===== src/rtl/jacaranda_loader_pkg.sv =====
`default_nettype none
// ============================================================================
//  Module   : jacaranda_loader_pkg
//  Purpose  : Shared state encoding and SPI flash constants for the
//             Jacaranda-8 flash boot loader.
//  Revision : 1.0 - initial release
// ============================================================================
package jacaranda_loader_pkg;

    // Standard SPI flash READ opcode (no dummy cycles)
    localparam logic [7:0] SPI_CMD_READ = 8'h03;

    // Opcode plus 24-bit address
    localparam int SPI_CMD_BITS = 32;

    typedef enum logic [2:0] {
        ST_IDLE     = 3'd0,
        ST_SELECT   = 3'd1,
        ST_CMD      = 3'd2,
        ST_DATA     = 3'd3,
        ST_DESELECT = 3'd4,
        ST_DONE     = 3'd5
    } loader_state_t;

endpackage
`default_nettype wire


===== src/rtl/jacaranda_spi_shifter.sv =====
`default_nettype none
// ============================================================================
//  Module   : jacaranda_spi_shifter
//  Purpose  : SCK divider (SPI mode 0) and a shared 32-bit shift register.
//             In transmit mode the MSB drives MOSI and shifts on SCK falls;
//             in receive mode MISO shifts in on SCK rises.  Emits a strobe
//             on every SCK fall and on every eighth received bit.
//  Revision : 1.0 - initial release
// ============================================================================
module jacaranda_spi_shifter #(
    parameter int CLK_DIV = 2
) (
    input  logic        clk,
    input  logic        rst,
    input  logic        run,
    input  logic        load,
    input  logic        tx_mode,
    input  logic [31:0] load_word,
    input  logic        miso,
    output logic        sck,
    output logic        mosi,
    output logic        bit_done,
    output logic        byte_done,
    output logic [7:0]  rx_byte
);

    localparam int DIV_W = (CLK_DIV > 1) ? $clog2(CLK_DIV) : 1;
    localparam logic [DIV_W-1:0] c_div_last = DIV_W'(CLK_DIV - 1);

    logic [DIV_W-1:0] r_div;
    logic             r_sck;
    logic [31:0]      r_sr;
    logic [2:0]       r_rx_cnt;
    logic             w_tick;
    logic             w_rise;
    logic             w_fall;

    assign w_tick = run && (r_div == c_div_last);
    assign w_rise = w_tick && !r_sck;
    assign w_fall = w_tick && r_sck;

    // SCK divider: each SCK phase lasts CLK_DIV cycles, starting low
    always_ff @(posedge clk) begin
        if (rst || !run) begin
            r_div <= '0;
            r_sck <= 1'b0;
        end else if (w_tick) begin
            r_div <= '0;
            r_sck <= ~r_sck;
        end else begin
            r_div <= r_div + 1'b1;
        end
    end

    // Shift register: TX moves out on falls, RX captures MISO on rises
    always_ff @(posedge clk) begin
        if (rst) begin
            r_sr     <= '0;
            r_rx_cnt <= '0;
        end else if (load) begin
            r_sr     <= load_word;
            r_rx_cnt <= '0;
        end else if (tx_mode && w_fall) begin
            r_sr     <= {r_sr[30:0], 1'b0};
        end else if (!tx_mode && w_rise) begin
            r_sr     <= {r_sr[30:0], miso};
            r_rx_cnt <= r_rx_cnt + 1'b1;
        end
    end

    // Gate SCK with run so it drops the moment the loader stops the clock
    assign sck       = r_sck & run;
    assign mosi      = tx_mode & r_sr[31];
    assign bit_done  = w_fall;
    assign byte_done = !tx_mode && w_rise && (r_rx_cnt == 3'd7);
    assign rx_byte   = {r_sr[6:0], miso};

endmodule
`default_nettype wire


===== src/rtl/jacaranda_flash_loader.sv =====
`default_nettype none
// ============================================================================
//  Module   : jacaranda_flash_loader
//  Purpose  : Boot sequencer: reads LOAD_LEN bytes from SPI flash starting at
//             FLASH_BASE, writes them to CPU instruction memory and holds the
//             Jacaranda-8 in reset until the image is in place.
//  Options  : JACARANDA_LOADER_CSUM_EN - modulo-256 image checksum on csum_o
//  Revision : 1.0 - initial release
// ============================================================================
module jacaranda_flash_loader
    import jacaranda_loader_pkg::*;
#(
    parameter logic [23:0] FLASH_BASE = 24'h010000,
    parameter int          LOAD_LEN   = 256,
    parameter int          ADDR_W     = 8,
    parameter int          CLK_DIV    = 2
) (
    input  logic              wb_clk_i,
    input  logic              wb_rst_i,
    input  logic              start_i,
    output logic              flash_csb_o,
    output logic              flash_clk_o,
    output logic              flash_io0_o,
    input  logic              flash_io1_i,
    output logic              imem_we_o,
    output logic [ADDR_W-1:0] imem_addr_o,
    output logic [7:0]        imem_wdata_o,
    output logic              cpu_rst_o,
    output logic              busy_o,
    output logic              done_o,
    output logic [7:0]        csum_o
);

    localparam int DIV_W = (CLK_DIV > 1) ? $clog2(CLK_DIV) : 1;
    localparam logic [DIV_W-1:0] c_div_last = DIV_W'(CLK_DIV - 1);
    // One extra bit so a full 2**ADDR_W image terminates before wrapping
    localparam logic [ADDR_W:0]  c_last_idx = (ADDR_W + 1)'(LOAD_LEN - 1);
    localparam logic [31:0]      c_cmd_word = {SPI_CMD_READ, FLASH_BASE};

    loader_state_t    r_state;
    loader_state_t    w_next;
    logic [DIV_W-1:0] r_tmr;
    logic [4:0]       r_bits;
    logic [ADDR_W:0]  r_cnt;
    logic             r_we;
    logic [7:0]       r_wdata;
    logic             w_start;
    logic             w_run;
    logic             w_tx;
    logic             w_csb;
    logic             w_bit_done;
    logic             w_byte_done;
    logic [7:0]       w_rx_byte;

    // A start request is honoured only when no load is in flight
    assign w_start = start_i && ((r_state == ST_IDLE) || (r_state == ST_DONE));

    // FSM state register
    always_ff @(posedge wb_clk_i) begin
        if (wb_rst_i) r_state <= ST_IDLE;
        else          r_state <= w_next;
    end

    // Per-state cycle timer (CS setup/hold) and command bit counter
    always_ff @(posedge wb_clk_i) begin
        if (wb_rst_i) begin
            r_tmr  <= '0;
            r_bits <= '0;
        end else begin
            r_tmr  <= (w_next != r_state) ? '0 : r_tmr + 1'b1;
            if (r_state != ST_CMD) r_bits <= '0;
            else if (w_bit_done)   r_bits <= r_bits + 1'b1;
        end
    end

    // Next-state and Moore outputs
    always_comb begin
        w_next    = r_state;
        w_run     = 1'b0;
        w_tx      = 1'b0;
        w_csb     = 1'b1;
        busy_o    = 1'b1;
        done_o    = 1'b0;
        cpu_rst_o = 1'b1;
        case (r_state)
            ST_IDLE: begin
                busy_o = 1'b0;
                if (start_i) w_next = ST_SELECT;
            end
            ST_SELECT: begin
                w_csb = 1'b0;
                w_tx  = 1'b1;
                if (r_tmr == c_div_last) w_next = ST_CMD;
            end
            ST_CMD: begin
                w_csb = 1'b0;
                w_tx  = 1'b1;
                w_run = 1'b1;
                if (w_bit_done && (r_bits == 5'(SPI_CMD_BITS - 1))) w_next = ST_DATA;
            end
            ST_DATA: begin
                w_csb = 1'b0;
                w_run = 1'b1;
                if (r_we && (r_cnt == c_last_idx)) w_next = ST_DESELECT;
            end
            ST_DESELECT: begin
                if (r_tmr == c_div_last) w_next = ST_DONE;
            end
            ST_DONE: begin
                busy_o    = 1'b0;
                done_o    = 1'b1;
                cpu_rst_o = 1'b0;
                if (start_i) w_next = ST_SELECT;
            end
            default: w_next = ST_IDLE;
        endcase
    end

    // Reset deselects the flash without waiting for the clock edge
    assign flash_csb_o = w_csb | wb_rst_i;

    jacaranda_spi_shifter #(
        .CLK_DIV (CLK_DIV)
    ) u_shifter (
        .clk       (wb_clk_i),
        .rst       (wb_rst_i),
        .run       (w_run),
        .load      (w_start),
        .tx_mode   (w_tx),
        .load_word (c_cmd_word),
        .miso      (flash_io1_i),
        .sck       (flash_clk_o),
        .mosi      (flash_io0_o),
        .bit_done  (w_bit_done),
        .byte_done (w_byte_done),
        .rx_byte   (w_rx_byte)
    );

    // One-cycle memory write per received byte; address advances after it
    always_ff @(posedge wb_clk_i) begin
        if (wb_rst_i) begin
            r_we    <= 1'b0;
            r_wdata <= '0;
            r_cnt   <= '0;
        end else begin
            r_we <= w_byte_done;
            if (w_byte_done) r_wdata <= w_rx_byte;
            if (w_start)     r_cnt   <= '0;
            else if (r_we)   r_cnt   <= r_cnt + 1'b1;
        end
    end

    assign imem_we_o    = r_we;
    assign imem_addr_o  = r_cnt[ADDR_W-1:0];
    assign imem_wdata_o = r_wdata;

`ifdef JACARANDA_LOADER_CSUM_EN
    logic [7:0] r_csum;

    // Running modulo-256 sum, updated alongside each memory write
    always_ff @(posedge wb_clk_i) begin
        if (wb_rst_i || w_start) r_csum <= '0;
        else if (w_byte_done)    r_csum <= r_csum + w_rx_byte;
    end

    assign csum_o = r_csum;
`else
    assign csum_o = 8'h00;
`endif

endmodule
`default_nettype wire


===== config.mk =====
export PLATFORM = sky130hd
export DESIGN_NAME = jacaranda_flash_loader
export DESIGN_NICKNAME = d
export VERILOG_FILES = /design/src/rtl/jacaranda_loader_pkg.sv /design/src/rtl/jacaranda_spi_shifter.sv /design/src/rtl/jacaranda_flash_loader.sv
export SDC_FILE = /design/constraint.sdc
export NUM_CORES = 1
export LEC_CHECK = 0
export ABC_AREA = 1
export BUFFER_PORTS_ARGS = -buffer_cell sky130_fd_sc_hd__buf_4
export CORE_UTILIZATION = 59
export DETAILED_ROUTE_END_ITERATION = 16
export PLACE_DENSITY = 0.8
export SYNTH_ARGS = -nofsm -noshare
export SYNTH_HDL_FRONTEND = slang
export SYNTH_HIERARCHICAL = 1
export SYNTH_SLANG_ARGS = --single-unit

===== constraint.sdc =====
create_clock -name wb_clk_i -period 2.3 [get_ports wb_clk_i]
set_clock_uncertainty 0.05 [all_clocks]
set_input_delay 0.115 -clock wb_clk_i [delete_from_list [all_inputs] [get_ports wb_clk_i]]
set_output_delay 0.115 -clock wb_clk_i [all_outputs]
set_load 0.02 [all_outputs]

Word level (Yosys, flattened, before mapping)
Cells that the tools add are included.
- output and inout port bits: 31
- register bits after elaboration: 64
- bits in latches: 0
- memories: 0
- memory bits (read-only): 0
- bits in writable memories: 0
- shift-type cells: 0
- multiplexer cells: 15
- reductions and logical operators: 27
- bitwise gates (word level): 5
- div/mod/pow operators: 0
- $lt $le $gt $ge: 0
- equality and inequality tests: 10
- $mul: 0
- $add $sub $neg: 5
- operators by type and width (kind ; number):
    $mux 32 ; 2
    $mux 26 ; 1
    $mux 3 ; 5
    $pmux 3 s5 ; 1
    $reduce_or 2->1 ; 7
    $add 9x1->9 const B ; 1
    $eq 3x3->1 const B ; 3
    $eq 9x8->1 const B ; 1
    $logic_and 1x1->1 ; 9
    $eq 3x2->1 const B ; 2
    $mux 1 ; 6
    $reduce_or 3->1 ; 2
    $add 5x1->5 const B ; 1
    $eq 5x5->1 const B ; 1
    $add 3x1->3 const B ; 1
    $eq 3x1->1 const B ; 1
    $logic_not 1->1 ; 3
    $logic_not 3->1 ; 1
    $ne 3x2->1 const B ; 1
    $ne 3x3->1 ; 1
    $reduce_bool 3->1 ; 1
    $add 1x1->1 const B ; 2
    $and 1x1->1 ; 2
    $logic_or 1x1->1 ; 2
    4 further kinds ; 5

Longest topological paths before layout
- depth after elaboration: 10
- mapped depth: 14
- gate-level depth less buffers: 14

Cells and area by module
The synthesis kept the hierarchy.
- by module, submodules not included (module ; times used ; area an instance (µm²) ; cells an instance ; sequential area each (µm²)):
    jacaranda_spi_shifter ; 1 ; 1953.1 ; 290 ; 740.7
    jacaranda_flash_loader ; 1 ; 1373.8 ; 188 ; 540.5

Least setup slack after synthesis
No wires, ideal clock.
- kind: register to register
- start point: reg r_state[2]
- end point: reg u_shifter.r_sr[3]
- slack: 0.393 ns
- arrival time: 1.744 ns
- buffers on the path: 2
- stages on the path, launching flop included: 13
- path through: dfxtp_1 > nand3_2 > inv_2 > nor2_4 > nor2_1 > clkbuf_2 > inv_2 > buf_6 > nand2_1 > a21boi_0 > nand2_1 > nand2_1 > nor2_1
- elaborated cells on any way between the ends: 20
- classes of those cells: 4 x eq/ne; 3 x mux; 13 x reduce/logical
- RTL lines (item ; RTL line ; text):
    from (decl) ; jacaranda_flash_loader.sv:40 ; loader_state_t r_state;
    from (signal assigned) ; jacaranda_flash_loader.sv:61 ; else r_state <= w_next;
    $eq 3x3->1 or $logic_not 3->1 (tied branches) ; jacaranda_flash_loader.sv:56 ; assign w_start = start_i && ((r_state == ST_IDLE) || (r_state == ST_DONE));
    $logic_or 1x1->1 (*) ; jacaranda_flash_loader.sv:56 ;
    $logic_and 1x1->1 (*) ; jacaranda_flash_loader.sv:56 ;
    named net w_start ; jacaranda_flash_loader.sv:47 ; logic w_start;
    $reduce_or 2->1 (no source line) (*) ; - ;
    to (signal assigned) ; jacaranda_spi_shifter.sv:61 ; r_sr <= load_word;
    to (signal assigned) ; jacaranda_spi_shifter.sv:64 ; r_sr <= {r_sr[30:0], 1'b0};
    to (signal assigned) ; jacaranda_spi_shifter.sv:66 ; r_sr <= {r_sr[30:0], miso};
    to (decl) ; jacaranda_spi_shifter.sv:32 ; logic [31:0] r_sr;
The timed path passes the listed nets; every way through them passes the cells marked *.
A chain may end at the register's enable or synchronous reset.

Worst setup path in the final report
- start point: reg r_state[1]
- end point: reg u_shifter.r_sr[10]
The elaborated chain is that of the path after synthesis.

==> summary.md <==
| Metric | Value |
|---|---|
| Seq cells post-synth | `64` |
| Root buf cell | `clkbuf_8` |
| Vias per cell | `4.82` |
| Core area | `5270 µm²` |
| Post-Syn Instances | `478` |
| Distinct cell type count after synthesis | `37` |
| Crit end category | `register` |
| Skew-Pair Late Insertion Delay | `0.33 ns` |
| Starting Density | `0.631` |
| H-tree depth | `3` |
| Yosys warns | `6` |
| Post-synth top area share | `0.385` |
| Total power | `2990 µW` |
| Main area contributors after synthesis | `dfxtp_1 (39%), nand2_1 (15%), nor2_1 (12%), buf_4 (5.9%), a21boi_1 (4.3%)` |
| Drt pass-1 iters | `6` |
| Final setup vio count | `0` |
| Row cnt | `26` |
| Max clock buf depth | `2` |
| First-pass GRT wire length | `10800 µm` |
| CP cell instances | `inv_1, nand2_1, nor2_2, nor2_4, nor2_2, inv_2, buf_4, nand2_1, a21boi_0, nand2_1, nand2_1, nor2_1` |
| Critical path's most frequent cell | `nand2_1` |
| PostCTS Resize Cnt | `0` |
| CP max stage delay | `0.46 ns` |
| Hold wc startpoint | `start_i` |
| Die ar. | `5940 µm²` |
| Share of cells above drive strength 1 | `0.120` |
| Cell Area, Synth | `3330 µm²` |
| CTS tree | `built` |
| WHS Path Cells | `4` |
| Final net count | `530` |
| WP data required | `2.53 ns` |
| Maxcap violations | `0` |
| Type of the most critical hold path | `in2reg` |
| Crit Reg-Reg Startpoint | `r_state[1]` |
| Antenna violations before repair | `0` |
| Clk pin slew, worst setup/hold paths | `0.07 ns` |
| Endpoints failing hold | `0` |
| Worst VDD drop | `0.526 mV` |
| Syn avg cell area | `6.96 µm²` |
| Crit path kind | `reg2reg` |
| Worst endpoint data arrival time | `2.25 ns` |
| Worst r2r path cells | `12` |
| Reg2reg end | `u_shifter/r_sr[10]` |
| Post-synth top cells | `nand2_1 (133), nor2_1 (108), dfxtp_1 (64)` |
| Post-synth EDFFs | `0` |
| Post-synth top flop | `dfxtp_1` |
| Congestion Overflow GR | `0` |
| Flop-to-flop setup slack | `0.28 ns` |
| # DRC | `0` |
| CP delay by family, top | `simple AND/OR/NAND/NOR gates` |
| Die W | `77.1 µm` |
| Fin crit period | `2.02 ns` |
| Crit-path slowest cell | `dfxtp_1` |
| Number of global-route vias before repair | `2516` |
| Aggregate negative setup slack | `0 ns` |
| Pins over their slew limit | `0` |
| Worst Path Max Fanout | `29` |
| CTS Buf Count | `9` |
| Ys async rst share | `0` |
| # port buffers | `26` |
| Layout area overhead | `11.4%` |
| Boundary pin count | `35` |
| Pin count of the biggest net entering global routing | `35` |
| WL/cell | `10.4 µm` |
| DRT antenna net count | `0` |
| Die Ht | `77.1 µm` |
| Period utilization | `0.879` |
| Setup WS pre-CTS | `0.334 ns` |
| DRT Wirelength | `6190 µm` |
| Ant diodes | `0` |
| RSZ-0062 raised after global routing | `false` |
| Cell type with the largest total area after synthesis | `dfxtp_1` |
| Top-count cell post-synth | `nand2_1` |
| Pwr dens | `807 nW/µm²` |
| DP Wirelength | `4160 µm` |
| Vias | `2869` |
| Sink Count | `64` |
| Hold EP | `r_state[2]` |
| Final worst setup slack | `0.278 ns` |
| CP startpoint kind | `register` |
| DR iter-0 viols | `108` |
| Sequential area share after synthesis | `0.385` |
| Leak | `0.00180 µW` |
| Status | `completed` |
| Total Routing Usage GR | `0.223` |
| Worst Path Buf+Inv | `3` |
| RD Place Congestion | `0.876` |
| Fmax | `494 MHz` |
## sequential cells by signal, summed over array words and instances (netlist names)
| signal | count |
|---|---|
| u_shifter/r_div | 1 |
| imem_we_o | 1 |
| r_cnt | 9 |
| r_state | 3 |
| u_shifter/r_sr | 32 |
| u_shifter/r_rx_cnt | 3 |
| r_bits | 5 |
| r_tmr | 1 |
| imem_wdata_o | 8 |
| u_shifter/r_sck | 1 |
## worst register-to-register path: cells and delay by family, from the launching register on
| family | cells | cell delay, ns |
|---|---|---|
| compound gates | 1 | 0.14 |
| buf+inv | 3 | 0.51 |
| simple gates | 8 | 0.82 |
| flops | 1 | 0.46 |
## logic make-up (layout without fill, tap and decap cells)
| kind of cell | Yosys count | after routing | synth area share |
|---|---|---|---|
| xor+xnor | 4 | 4 | 0.0105 |
| other cells | 2 | 40 | 0.00226 |
| flops | 64 | 64 | 0.385 |
| simple gates | 273 | 273 | 0.335 |
| compound gates | 58 | 58 | 0.115 |
| fa+ha+maj | 6 | 6 | 0.0226 |
| buf+inv | 71 | 80 | 0.129 |
## layout by cell type, fill, tap and decap left out, types with 2 or more instances in the layout
master and count:
nand3_1 13, inv_2 4, nor2_1 107, clkbuf_8 12, a21boi_0 11, inv_1 24
or2_2 2, a21boi_1 19, a21oi_1 11, nand4_1 4, nor2_2 3, conb_1 40
nor3_1 3, nand2_1 133, o21ai_0 13, ha_1 6, dlygate4sd3_1 2, xnor2_1 2
clkbuf_1 2, dfxtp_1 64, buf_4 32, xor2_1 2
## power by group
group | total (µW) | leakage [µW] | internal, µW | switching (µW)
Clock | 891 | 0.0000927 | 479 | 412
Combinational | 780 | 0.00118 | 288 | 492
Sequential | 1320 | 0.000523 | 1240 | 84.3
Total | 2990 | 0.00180 | 2000 | 988
## through the flow
step                      hold WS (ns)  cells  utilization  area [µm²]
after floorplan                  0.134    516            -        3470
after global placement           0.293    577        0.664        3500
after detailed placement         0.303    577        0.664        3500
after CTS                        0.118    595        0.703        3710
after global routing             0.130    595        0.703        3710
final                            0.132    595        0.703        3710
## layout make-up
cell class | count | area [µm²]
clock buffer | 14 | 173
clock inverter | 2 | 12.5
fill | 447 | 1560
inverter | 29 | 109
multi-input combinational | 381 | 1760
sequential | 64 | 1280
tap | 70 | 87.6
timing repair buffer | 35 | 280
## metal layers
| metal | GRT usage | wire length, µm | vias up |
|---|---|---|---|
| li1 | - | - | 1516 |
| met1 | 0.251 | 2860 | 1281 |
| met2 | 0.401 | 2970 | 65 |
| met3 | 0.0631 | 296 | 7 |
| met4 | 0.0717 | 68 | 0 |
| met5 | 0 | 0 | - |
## worst max path at each step
stage / startpoint / to / slack (ns) / cells after the start
after floorplan: r_state[2] / u_shifter/r_sr[3] / 0.39 / 12
after global placement: r_state[2] / u_shifter/r_sr[27] / 0.37 / 11
after detailed placement: r_state[2] / u_shifter/r_sr[30] / 0.33 / 11
after CTS: r_state[2] / u_shifter/r_sr[30] / 0.30 / 11
after global routing: r_state[2] / u_shifter/r_sr[9] / 0.08 / 11
final: r_state[1] / u_shifter/r_sr[10] / 0.28 / 12
## timing repair
item	in CTS	in global routing
setup buffers	0	0
hold endpoints to repair	3	0
hold buffers	2	0
Power figures use the tool's default switching activity.
